$ cat src/rtl/chacha_pkg.sv
// Shared definitions for the ChaCha quarter-round pin interface.
// Used by the byte-serial output streamer (chacha_qr_byte_tx) and by the
// byte-serial input loader, so both sides agree on widths and state names.
package chacha_pkg;

  localparam int WORD_W      = 32;                 // one ChaCha word
  localparam int NUM_WORDS   = 4;                  // a, b, c, d
  localparam int QR_W        = WORD_W * NUM_WORDS; // one QR result, 128 bits
  localparam int QR_BYTES    = QR_W / 8;           // 16 bytes per result
  localparam int BIDX_W      = 4;                  // byte index 0..15
  localparam int DEF_SETTLE  = 3;                  // ack synchronizer settle cycles

  typedef enum logic {
    IDLE = 1'b0,
    SEND = 1'b1
  } tx_state_e;

endpackage

$ cat src/rtl/chacha_qr_byte_tx_if.sv
// Bundle between the QR core / host pins and the byte streamer.
//   load_valid, load_data, load_ready : result hand-off from the QR core
//   ack_pin                           : raw asynchronous host acknowledge
//   tx_data, tx_valid, byte_idx       : byte currently presented to the host
//   busy, done                        : status
// The slave modport is the streamer's view; master is the driving side.
interface chacha_qr_byte_tx_if
  import chacha_pkg::*;
();

  logic              load_valid;
  logic [QR_W-1:0]   load_data;
  logic              load_ready;
  logic              ack_pin;
  logic [7:0]        tx_data;
  logic              tx_valid;
  logic [BIDX_W-1:0] byte_idx;
  logic              busy;
  logic              done;

  modport master (
    output load_valid, load_data, ack_pin,
    input  load_ready, tx_data, tx_valid, byte_idx, busy, done
  );

  modport slave (
    input  load_valid, load_data, ack_pin,
    output load_ready, tx_data, tx_valid, byte_idx, busy, done
  );

endinterface

$ cat src/rtl/ack_sync_edge.sv
// Three-flop synchronizer with rising-edge detect for a raw asynchronous pin.
//   clk  : clock
//   rst  : synchronous reset, active-high; clears all three flops
//   pin  : asynchronous input
//   rise : one-cycle pulse, high the cycle after the second flop sees a 1
// A pin rising before edge E0 produces rise between E1 and E2.
module ack_sync_edge (
  input  logic clk,
  input  logic rst,
  input  logic pin,
  output logic rise
);

  logic s1, s2, s3;

  // NOTE: sequential state uses non-blocking assignments so every flop samples
  // the pre-edge value of its neighbour; blocking here would collapse the chain.
  always_ff @(posedge clk) begin
    if (rst) begin
      s1 <= 1'b0;
      s2 <= 1'b0;
      s3 <= 1'b0;
    end else begin
      s1 <= pin;
      s2 <= s1;
      s3 <= s2;
    end
  end

  // s3 is the delayed copy of s2, so a held-high pin yields a single pulse.
  assign rise = s2 & ~s3;

endmodule

$ cat src/rtl/chacha_qr_byte_tx.sv
// Streams one 128-bit quarter-round result to the host one byte at a time.
//   clk, rst : clock; synchronous active-high reset
//   bus      : chacha_qr_byte_tx_if.slave
//     load_valid/load_data/load_ready : accept a result {d,c,b,a} in IDLE
//     ack_pin                         : host acknowledge, rising edge advances
//     tx_data/tx_valid/byte_idx       : byte k = load_data[8k+7:8k], a first
//     busy                            : state != IDLE
//     done                            : one-cycle pulse after the last byte's ack
// The pin wrapper drives uo_out = tx_data, uio_out[1] = tx_valid, uio_oe = 8'h02.
module chacha_qr_byte_tx
  import chacha_pkg::*;
#(
  parameter int SETTLE = DEF_SETTLE
) (
  input  logic                clk,
  input  logic                rst,
  chacha_qr_byte_tx_if.slave  bus
);

  localparam int SETTLE_W = $clog2(SETTLE + 1);

  tx_state_e         state, state_nxt;
  logic [QR_W-1:0]   shift_buf;
  logic [SETTLE_W-1:0] settle_cnt;
  logic [7:0]        tx_data_q;
  logic              tx_valid_q;
  logic [BIDX_W-1:0] byte_idx_q;
  logic              done_q;

  logic ack_edge;
  logic ready;
  logic accept;
  logic last_ack;
  logic advance;

  ack_sync_edge u_ack_sync (
    .clk  (clk),
    .rst  (rst),
    .pin  (bus.ack_pin),
    .rise (ack_edge)
  );

  // load_ready stays low after reset until the synchronizer has flushed any
  // level already present on the pin, so a stale high cannot skip byte 0.
  assign ready    = (state == IDLE) && (settle_cnt == '0);
  assign accept   = ready && bus.load_valid;
  assign last_ack = (state == SEND) && ack_edge &&
                    (byte_idx_q == BIDX_W'(QR_BYTES - 1));
  assign advance  = (state == SEND) && ack_edge && !last_ack;

  always_ff @(posedge clk) begin
    if (rst) state <= IDLE;
    else     state <= state_nxt;
  end

  // NOTE: next-state starts from a default so every path assigns it and no
  // latch is inferred.
  always_comb begin
    state_nxt = state;
    unique case (state)
      IDLE:    if (accept)   state_nxt = SEND;
      SEND:    if (last_ack) state_nxt = IDLE;
      default:               state_nxt = IDLE;
    endcase
  end

  always_ff @(posedge clk) begin
    if (rst) begin
      settle_cnt <= SETTLE_W'(SETTLE);
      tx_data_q  <= '0;
      tx_valid_q <= 1'b0;
      byte_idx_q <= '0;
      done_q     <= 1'b0;
    end else begin
      if (settle_cnt != '0) settle_cnt <= settle_cnt - SETTLE_W'(1);
      done_q <= last_ack;
      if (accept) begin
        tx_data_q  <= bus.load_data[7:0];
        tx_valid_q <= 1'b1;
        byte_idx_q <= '0;
      end else if (advance) begin
        // shift_buf[7:0] is the byte on the pins; the next one sits above it.
        tx_data_q  <= shift_buf[15:8];
        byte_idx_q <= byte_idx_q + BIDX_W'(1);
      end else if (last_ack) begin
        tx_data_q  <= '0;
        tx_valid_q <= 1'b0;
        byte_idx_q <= '0;
      end
    end
  end

  // NOTE: the 128-bit buffer is deliberately not reset: it is only observed
  // through tx_data, which is reset and reloaded on every accept.
  always_ff @(posedge clk) begin
    if (accept)       shift_buf <= bus.load_data;
    else if (advance) shift_buf <= shift_buf >> 8;
  end

  assign bus.load_ready = ready;
  assign bus.tx_data    = tx_data_q;
  assign bus.tx_valid   = tx_valid_q;
  assign bus.byte_idx   = byte_idx_q;
  assign bus.busy       = (state != IDLE);
  assign bus.done       = done_q;

endmodule

$ cat src/flat_wrapper.sv
// flat-port wrapper written by rule: the top's interface ports become plain ports
module chacha_qr_byte_tx_flat import chacha_pkg::*;
#(
  parameter int SETTLE = DEF_SETTLE
)
  (clk, rst, bus_load_valid, bus_load_data, bus_ack_pin, bus_load_ready, bus_tx_data, bus_tx_valid, bus_byte_idx, bus_busy, bus_done);
  chacha_qr_byte_tx_if bus_i ();
  input  logic clk;
  input  logic rst;
  input wire logic [$bits(bus_i.load_valid)-1:0] bus_load_valid;
  input wire logic [$bits(bus_i.load_data)-1:0] bus_load_data;
  input wire logic [$bits(bus_i.ack_pin)-1:0] bus_ack_pin;
  output wire logic [$bits(bus_i.load_ready)-1:0] bus_load_ready;
  output wire logic [$bits(bus_i.tx_data)-1:0] bus_tx_data;
  output wire logic [$bits(bus_i.tx_valid)-1:0] bus_tx_valid;
  output wire logic [$bits(bus_i.byte_idx)-1:0] bus_byte_idx;
  output wire logic [$bits(bus_i.busy)-1:0] bus_busy;
  output wire logic [$bits(bus_i.done)-1:0] bus_done;
  assign bus_i.load_valid = bus_load_valid;
  assign bus_i.load_data = bus_load_data;
  assign bus_i.ack_pin = bus_ack_pin;
  assign bus_load_ready = bus_i.load_ready;
  assign bus_tx_data = bus_i.tx_data;
  assign bus_tx_valid = bus_i.tx_valid;
  assign bus_byte_idx = bus_i.byte_idx;
  assign bus_busy = bus_i.busy;
  assign bus_done = bus_i.done;
  chacha_qr_byte_tx #(.SETTLE(SETTLE)) u_core (.clk(clk), .rst(rst), .bus(bus_i));
endmodule
$ cat config.mk
export PLATFORM = sky130hd
export DESIGN_NAME = chacha_qr_byte_tx_flat
export DESIGN_NICKNAME = d
export VERILOG_FILES = /design/src/rtl/chacha_pkg.sv /design/src/rtl/chacha_qr_byte_tx_if.sv /design/src/rtl/ack_sync_edge.sv /design/src/rtl/chacha_qr_byte_tx.sv /design/src/flat_wrapper.sv
export SDC_FILE = /design/constraint.sdc
export NUM_CORES = 1
export LEC_CHECK = 0
export CORE_MARGIN = 2
export CORE_UTILIZATION = 44
export DETAILED_ROUTE_END_ITERATION = 12
export PLACE_DENSITY = 0.74
export SETUP_SLACK_MARGIN = 0.1
export SLEW_MARGIN = 10
export SYNTH_ARGS = -nofsm -noshare
export SYNTH_HDL_FRONTEND = slang
export SYNTH_SLANG_ARGS = --single-unit
$ cat constraint.sdc
create_clock -name clk -period 4.21 [get_ports clk]
set_input_delay 0.421 -clock clk [delete_from_list [all_inputs] [get_ports clk]]
set_output_delay 0.421 -clock clk [all_outputs]
set_load 0.03 [all_outputs]
# Yosys cells after proc, flatten, opt, wreduce, memory -nomap -nowiden
# Index checks and enable logic that the tools add are counted.
[totals]
register_bits = 148
inputBits = 132
out_inout_bits = 16
[classes]
add_sub_neg = 2
n_eq_ne = 2
muxes = 13
bitwise_logic = 3
n_reduce_logical = 14
[op_table]
columns = ["op", "count"]
rows = [
  ["128-bit two-way mux", 2],
  ["8-bit two-way mux", 3],
  ["4-bit two-way mux", 2],
  ["2-bit nonzero test", 4],
  ["1-bit logical AND", 5],
  ["1-bit two-way mux", 5],
  ["4-bit by 1-bit adder with 4-bit output (second input constant)", 1],
  ["4-bit == test (second input constant)", 1],
  ["3-bit nonzero test", 1],
  ["2-bit logical NOT", 1],
  ["2-bit by 1-bit != test with 1-bit output (second input constant)", 1],
  ["1-bit inverter", 2],
  ["1-bit case mux with 2 select lines", 1],
  ["2-bit AND reduction", 1],
  ["2-bit OR reduction", 1],
  ["2-bit by 1-bit subtractor with 2-bit output (second input constant)", 1],
  ["1-bit bitwise AND", 1],
  ["1-bit logical NOT", 1],
]

# Longest topological paths before layout
[logic_depth]
depth_word = 8
ltp_mapped = 8
ltp_nobuf = 5

# By module
# A second synthesis with hierarchy kept.
[hier_totals]
hier_cells = 588
hier_area_um2 = 5900.7
[by_module_without_submodules]
columns = ["mod", "instances", "cells_per_inst", "area_per_inst_um2"]
rows = [
  ["chacha_qr_byte_tx", 1, 581, 5813.1],
  ["ack_sync_edge", 1, 7, 87.6],
]

# Worst setup path before layout
# No wires, ideal clock.
[synth_path]
path_kind = "register to register"
from = "register u_core.byte_idx_q[0], in the netlist u_core.bus.byte_idx[0]"
to = "register u_core.shift_buf[100] (enable)"
setup_time_ps = 1055
t_arrival_ps = 3164
setup_slack_ps = -9
stages_incl_launch_ff = 6
synth_period_minus_slack_ps = 4219
path_cell_list = "dfxtp_1 -> ha_1 -> nand3_1 -> clkbuf_1 -> nand2_1 -> nand2_1"
[synth_via]
elab_chain_len = 5
[synth_rtl]
columns = ["element", "line_no", "rtl"]
rows = [
  ["from (decl)", "chacha_qr_byte_tx.sv:27", "logic [BIDX_W-1:0] byte_idx_q;"],
  ["from (signal assigned)", "chacha_qr_byte_tx.sv:84", "byte_idx_q <= byte_idx_q + BIDX_W'(1);"],
  ["4-bit == test", "chacha_qr_byte_tx.sv:48", "(byte_idx_q == BIDX_W'(QR_BYTES - 1));"],
  ["1-bit logical AND", "chacha_qr_byte_tx.sv:47", "assign last_ack = (state == SEND) && ack_edge &&"],
  ["1-bit logical NOT", "chacha_qr_byte_tx.sv:49", "assign advance = (state == SEND) && ack_edge && !last_ack;"],
  ["1-bit logical AND", "chacha_qr_byte_tx.sv:49", ""],
  ["2-bit nonzero test (no source line)", "n/a", ""],
  ["to (signal assigned)", "chacha_qr_byte_tx.sv:96", "if (accept) shift_buf <= bus.load_data;"],
  ["to (signal assigned)", "chacha_qr_byte_tx.sv:97", "else if (advance) shift_buf <= shift_buf >> 8;"],
  ["to (decl)", "chacha_qr_byte_tx.sv:23", "logic [QR_W-1:0] shift_buf;"],
]
# No other way between the ends.
# A chain may end at the register's enable or synchronous reset.

# Worst setup path after layout
[layout_path]
from = "register u_core.byte_idx_q[0], in the netlist u_core.bus.byte_idx[0]"
to = "register u_core.shift_buf[110] (enable)"
# Same word-level chain as after synthesis.

==> summary.md <==
By instance count, the leading cell after synthesis is sky130_fd_sc_hd__nand2_1. The number of pins exceeding their max-slew limit in the final report was 0. Signal routing reaches up to met4. Before antenna repair, the detailed router went through 5 iterations.

The finished cells cover 8000 um2. Arrival time reported for the critical path endpoint: 2660 ps. The run gives 457 ps as the tightest hold margin. The storage element area came out at 4000 um2. The initial utilization of the core area, before any placement, comes to 44.8%. The multi-input combinational cells in the finished layout cover a total of 1740 um2. Summing the areas of all compound-gate instances in the mapped netlist gives 3.02% of the synthesized area. In the final timing run, aggregate negative setup slack is 0 ps. Max-cap violations in this run came to 0. During synthesis, Yosys emitted a total of 0 warnings. Counting flops and latches in the post-synthesis netlist gives 140. Entering global routing, the biggest net connects 123 pins. Summed over all layers, the routed wires come to 13,200 um.

Buffers inserted to repair hold after CTS numbered 0. Power spread over the standard cell area amounts to 410 nW/um2. The share of async-settable or async-resettable flops after synthesis is 0%. The met3 routed wirelength is 779 um.

In this run the tool buffered the top-level ports with 147 buffer cells. Total power: 0.00328 W. After synthesis, the cell types taking the most area are sky130_fd_sc_hd__edfxtp_1 61%, sky130_fd_sc_hd__nand2_1 22%, sky130_fd_sc_hd__dfxtp_1 6.8%. Counting along the longest clock path gives a buffer depth of 2. Multiplexer cells account for 0.170% of the synthesized area.

The die covers 14,300 um2. Post-layout net count: 852. TritonCTS built the clock tree.

For the count of mapped cells out of synthesis, the log shows 579. The routed metal-1 wire length is 5770 um. The share of synthesized area in the top cell type comes to 61.2%.

Wire segments on met2 add up to 6540 um in the final route. The run gives 0 as the number of buffers added for setup after CTS. The biggest area contributor in the post-synthesis netlist is sky130_fd_sc_hd__edfxtp_1. Summing every instance area after synthesis gives 5880 um2.

Endpoint kind of the worst setup timing path: a register. The logs give 68.0% for the share of synthesized area occupied by flip-flops and latches and 0 for the sum of overflow across all layers after global routing. The final hold violation count was 0; the register clock-pin slew on the reported worst setup and hold paths was 60 ps.

The detailed-route wire length per cell is 14.6 um. The cell row count came out at 42. The post-placement setup slack came out at 1630 ps. The die is 120 um tall. Global routing used 19.2% of the available tracks. The final critical path takes up 61.6% of the cycle.

The routed via count divided by cell count came out at 4.92. After the first detailed-routing iteration, the DRC count stood at 392. The run gives 0 as the number of antenna violations at the first check in global routing. The number of fill cells in the layout was 1,108; the number of gates given a new drive strength after cts was 0. The worst-case IR drop observed on VDD is 0.316 mV.

Maximum clock rate: 0.386 GHz. Setup violations remaining at the end of the flow were counted as 0. The hold-critical path depth was 1.

For the via count of the first global-routing pass, the log shows 4,447. In this run the worst path has a maximum fanout of 57. The worst-margin pin slew is 1200 ps. Summed over all cells, the static leakage comes to 3.17 nW. Routability-driven placement finished with a final weighted congestion of 0.823. The number of clock buffers added by TritonCTS is 17.

Dividing the synthesized area by the synthesized cell count gives 10.2 um2. The worst register-to-register path begins at u_core.bus.byte_idx[0]$_SDFFE_PP0P_. The tools report the launch point of the worst path as u_core.bus.byte_idx[0]$_SDFFE_PP0P_. Measured against its own limit, the worst slew margin works out to 20.2%.

Most frequently used flop master after synthesis: sky130_fd_sc_hd__edfxtp_1. The die is 120 um wide. After layout, the worst setup slack is 1620 ps.

The proportion of layout cells with a drive suffix above 1 was 4.79%; the fraction of synthesized cell area in xor and xnor cells was 0.298%. STA classifies the critical path startpoint as a register. The placement-stage cell area is 7490 um2.

In this run the most critical hold path is launched from u_core.u_ack_sync.s1$_SDFF_PP0_. Relative to the synthesized area, the layout overhead comes to 36.0%. The post-layout minimum cycle time is 2590 ps. By count the netlist is led by 340 x sky130_fd_sc_hd__nand2_1, 120 x sky130_fd_sc_hd__edfxtp_1, 20 x sky130_fd_sc_hd__dfxtp_1, 15 x sky130_fd_sc_hd__buf_2, 14 x sky130_fd_sc_hd__clkbuf_1.

The post-synth net total came out at 713. The tools report the DRC violation count after routing as 0. Counting cells, the worst reg-to-reg path comes to 5. The region available for standard cell placement spans 13,100 um2. On the final layout, the worst clock skew is 8.13 ps. The largest family of logic cells by synthesized area is simple AND/OR/NAND/NOR gates. The clock latency on the worst-skew pair was 410 ps. The total clock sinks is 140. The root buffer selected by CTS is sky130_fd_sc_hd__clkbuf_16.

The detailed-route via count is 4,464. In this run the worst hold path is classified as register to register. The data required time of the worst path was 4280 ps. 0 antenna diodes ended up in the layout. The number of top-level pins came out at 148.

The flow ran to the end, and the final reports show no timing, DRC or antenna violations. The setup path with the least slack is of type register to register. The wire-length estimate of the detail-placed layout is 8740 um. For the first-pass GRT wire length, the log shows 21,300 um. Summing the areas of all and, or, nand and nor instances in the mapped netlist gives 25.4% of the synthesized area. In this run, distinct cell masters in the synthesized netlist total 28. Setup repair after global routing left no endpoint under its margin. The logs give 4 for the level count of the clock H-tree and 0 for the number of nets with antenna violations after routing. The adder and majority cell fraction of the synthesized area was 0.425%. Number of flops mapped to enable cells by yosys: 120.
[layout by cell type, fill, tap and decap left out, types with 2 or more instances in the layout]
master	instances
sky130_fd_sc_hd__edfxtp_1	120
sky130_fd_sc_hd__clkinv_1	6
sky130_fd_sc_hd__a32oi_1	8
sky130_fd_sc_hd__xor2_1	2
sky130_fd_sc_hd__nand2_1	339
sky130_fd_sc_hd__nor2b_1	4
sky130_fd_sc_hd__dfxtp_1	20
sky130_fd_sc_hd__o21ai_0	3
sky130_fd_sc_hd__a21oi_1	10
sky130_fd_sc_hd__buf_4	6
sky130_fd_sc_hd__inv_1	2
sky130_fd_sc_hd__ha_1	2
sky130_fd_sc_hd__nor3_1	2
sky130_fd_sc_hd__nand3b_1	2
sky130_fd_sc_hd__clkbuf_1	3
sky130_fd_sc_hd__clkbuf_16	17
sky130_fd_sc_hd__a211oi_1	2
sky130_fd_sc_hd__clkinv_2	4
sky130_fd_sc_hd__nand3_1	11
sky130_fd_sc_hd__clkdlybuf4s50_1	147
sky130_fd_sc_hd__and2_1	8
[worst max-delay path: stages (launching register included)]
cell,delay [ps]
sky130_fd_sc_hd__dfxtp_1,350
sky130_fd_sc_hd__ha_1,230
sky130_fd_sc_hd__nand3_1,400
sky130_fd_sc_hd__nand2_1,180
sky130_fd_sc_hd__nand2_4,550
sky130_fd_sc_hd__buf_4,480
[per-stage QoR]
step | cells | utilization (%)
3_3_place_gp | 875 | 57.0
2_1_floorplan | 579 | -
4_1_cts | 907 | 60.9
3_5_place_dp | 875 | 57.0
5_1_grt | 907 | 60.9
6_report | 907 | 60.9
[where the power goes]
part | switching (W) | total (W) | leakage, nW | internal, W
clock | 0.000527 | 0.00132 | 0.252 | 0.000794
sequential | 0.0000201 | 0.00161 | 1.24 | 0.00159
combinational | 0.000177 | 0.000352 | 1.68 | 0.000175
[sequential cells by signal, indices dropped and copies added (netlist names)]
name                  cells
u_core.u_ack_sync.s2      1
u_core.bus.done           1
u_core.settle_cnt         2
u_core.bus.busy           1
u_core.shift_buf        120
u_core.u_ack_sync.s3      1
u_core.bus.tx_valid       1
u_core.bus.byte_idx       4
u_core.bus.tx_data        8
u_core.u_ack_sync.s1      1
[final timing paths]
path / end / slack (ps)
worst max-delay path: u_core.shift_buf[110]$_DFFE_PP_ / 1620
worst min-delay path: u_core.u_ack_sync.s2$_SDFF_PP0_ / 460
worst max register to register: u_core.shift_buf[110]$_DFFE_PP_ / 1620
worst min register to register: u_core.u_ack_sync.s2$_SDFF_PP0_ / 460
[layout make-up]
cell class	instances	area share, %
well taps	176	2.75
inverters	2	0.0938
flip-flops and latches	140	50.0
multi-input cells	404	21.7
clock buffers	20	5.46
clock inverters	12	1.00
repair buffers	153	18.9
[cell families (layout without fill, tap and decap cells)]
group           count (synthesis)  in the layout
simple gates                  375            375
flops                         140            140
buf+inv                        35            187
compound gates                 24             24
fa+ha+maj                       2              2
xor+xnor                        2              2
mux                             1              1
[per-layer routing]
metal | track usage [%] | vias up
met5 | 0 | -
met4 | 7.06 | 0
met3 | 4.85 | 13
met2 | 31.5 | 170
met1 | 24.7 | 2090
li1 | - | 2191
No activity file was read; power rests on OpenSTA's default activity.
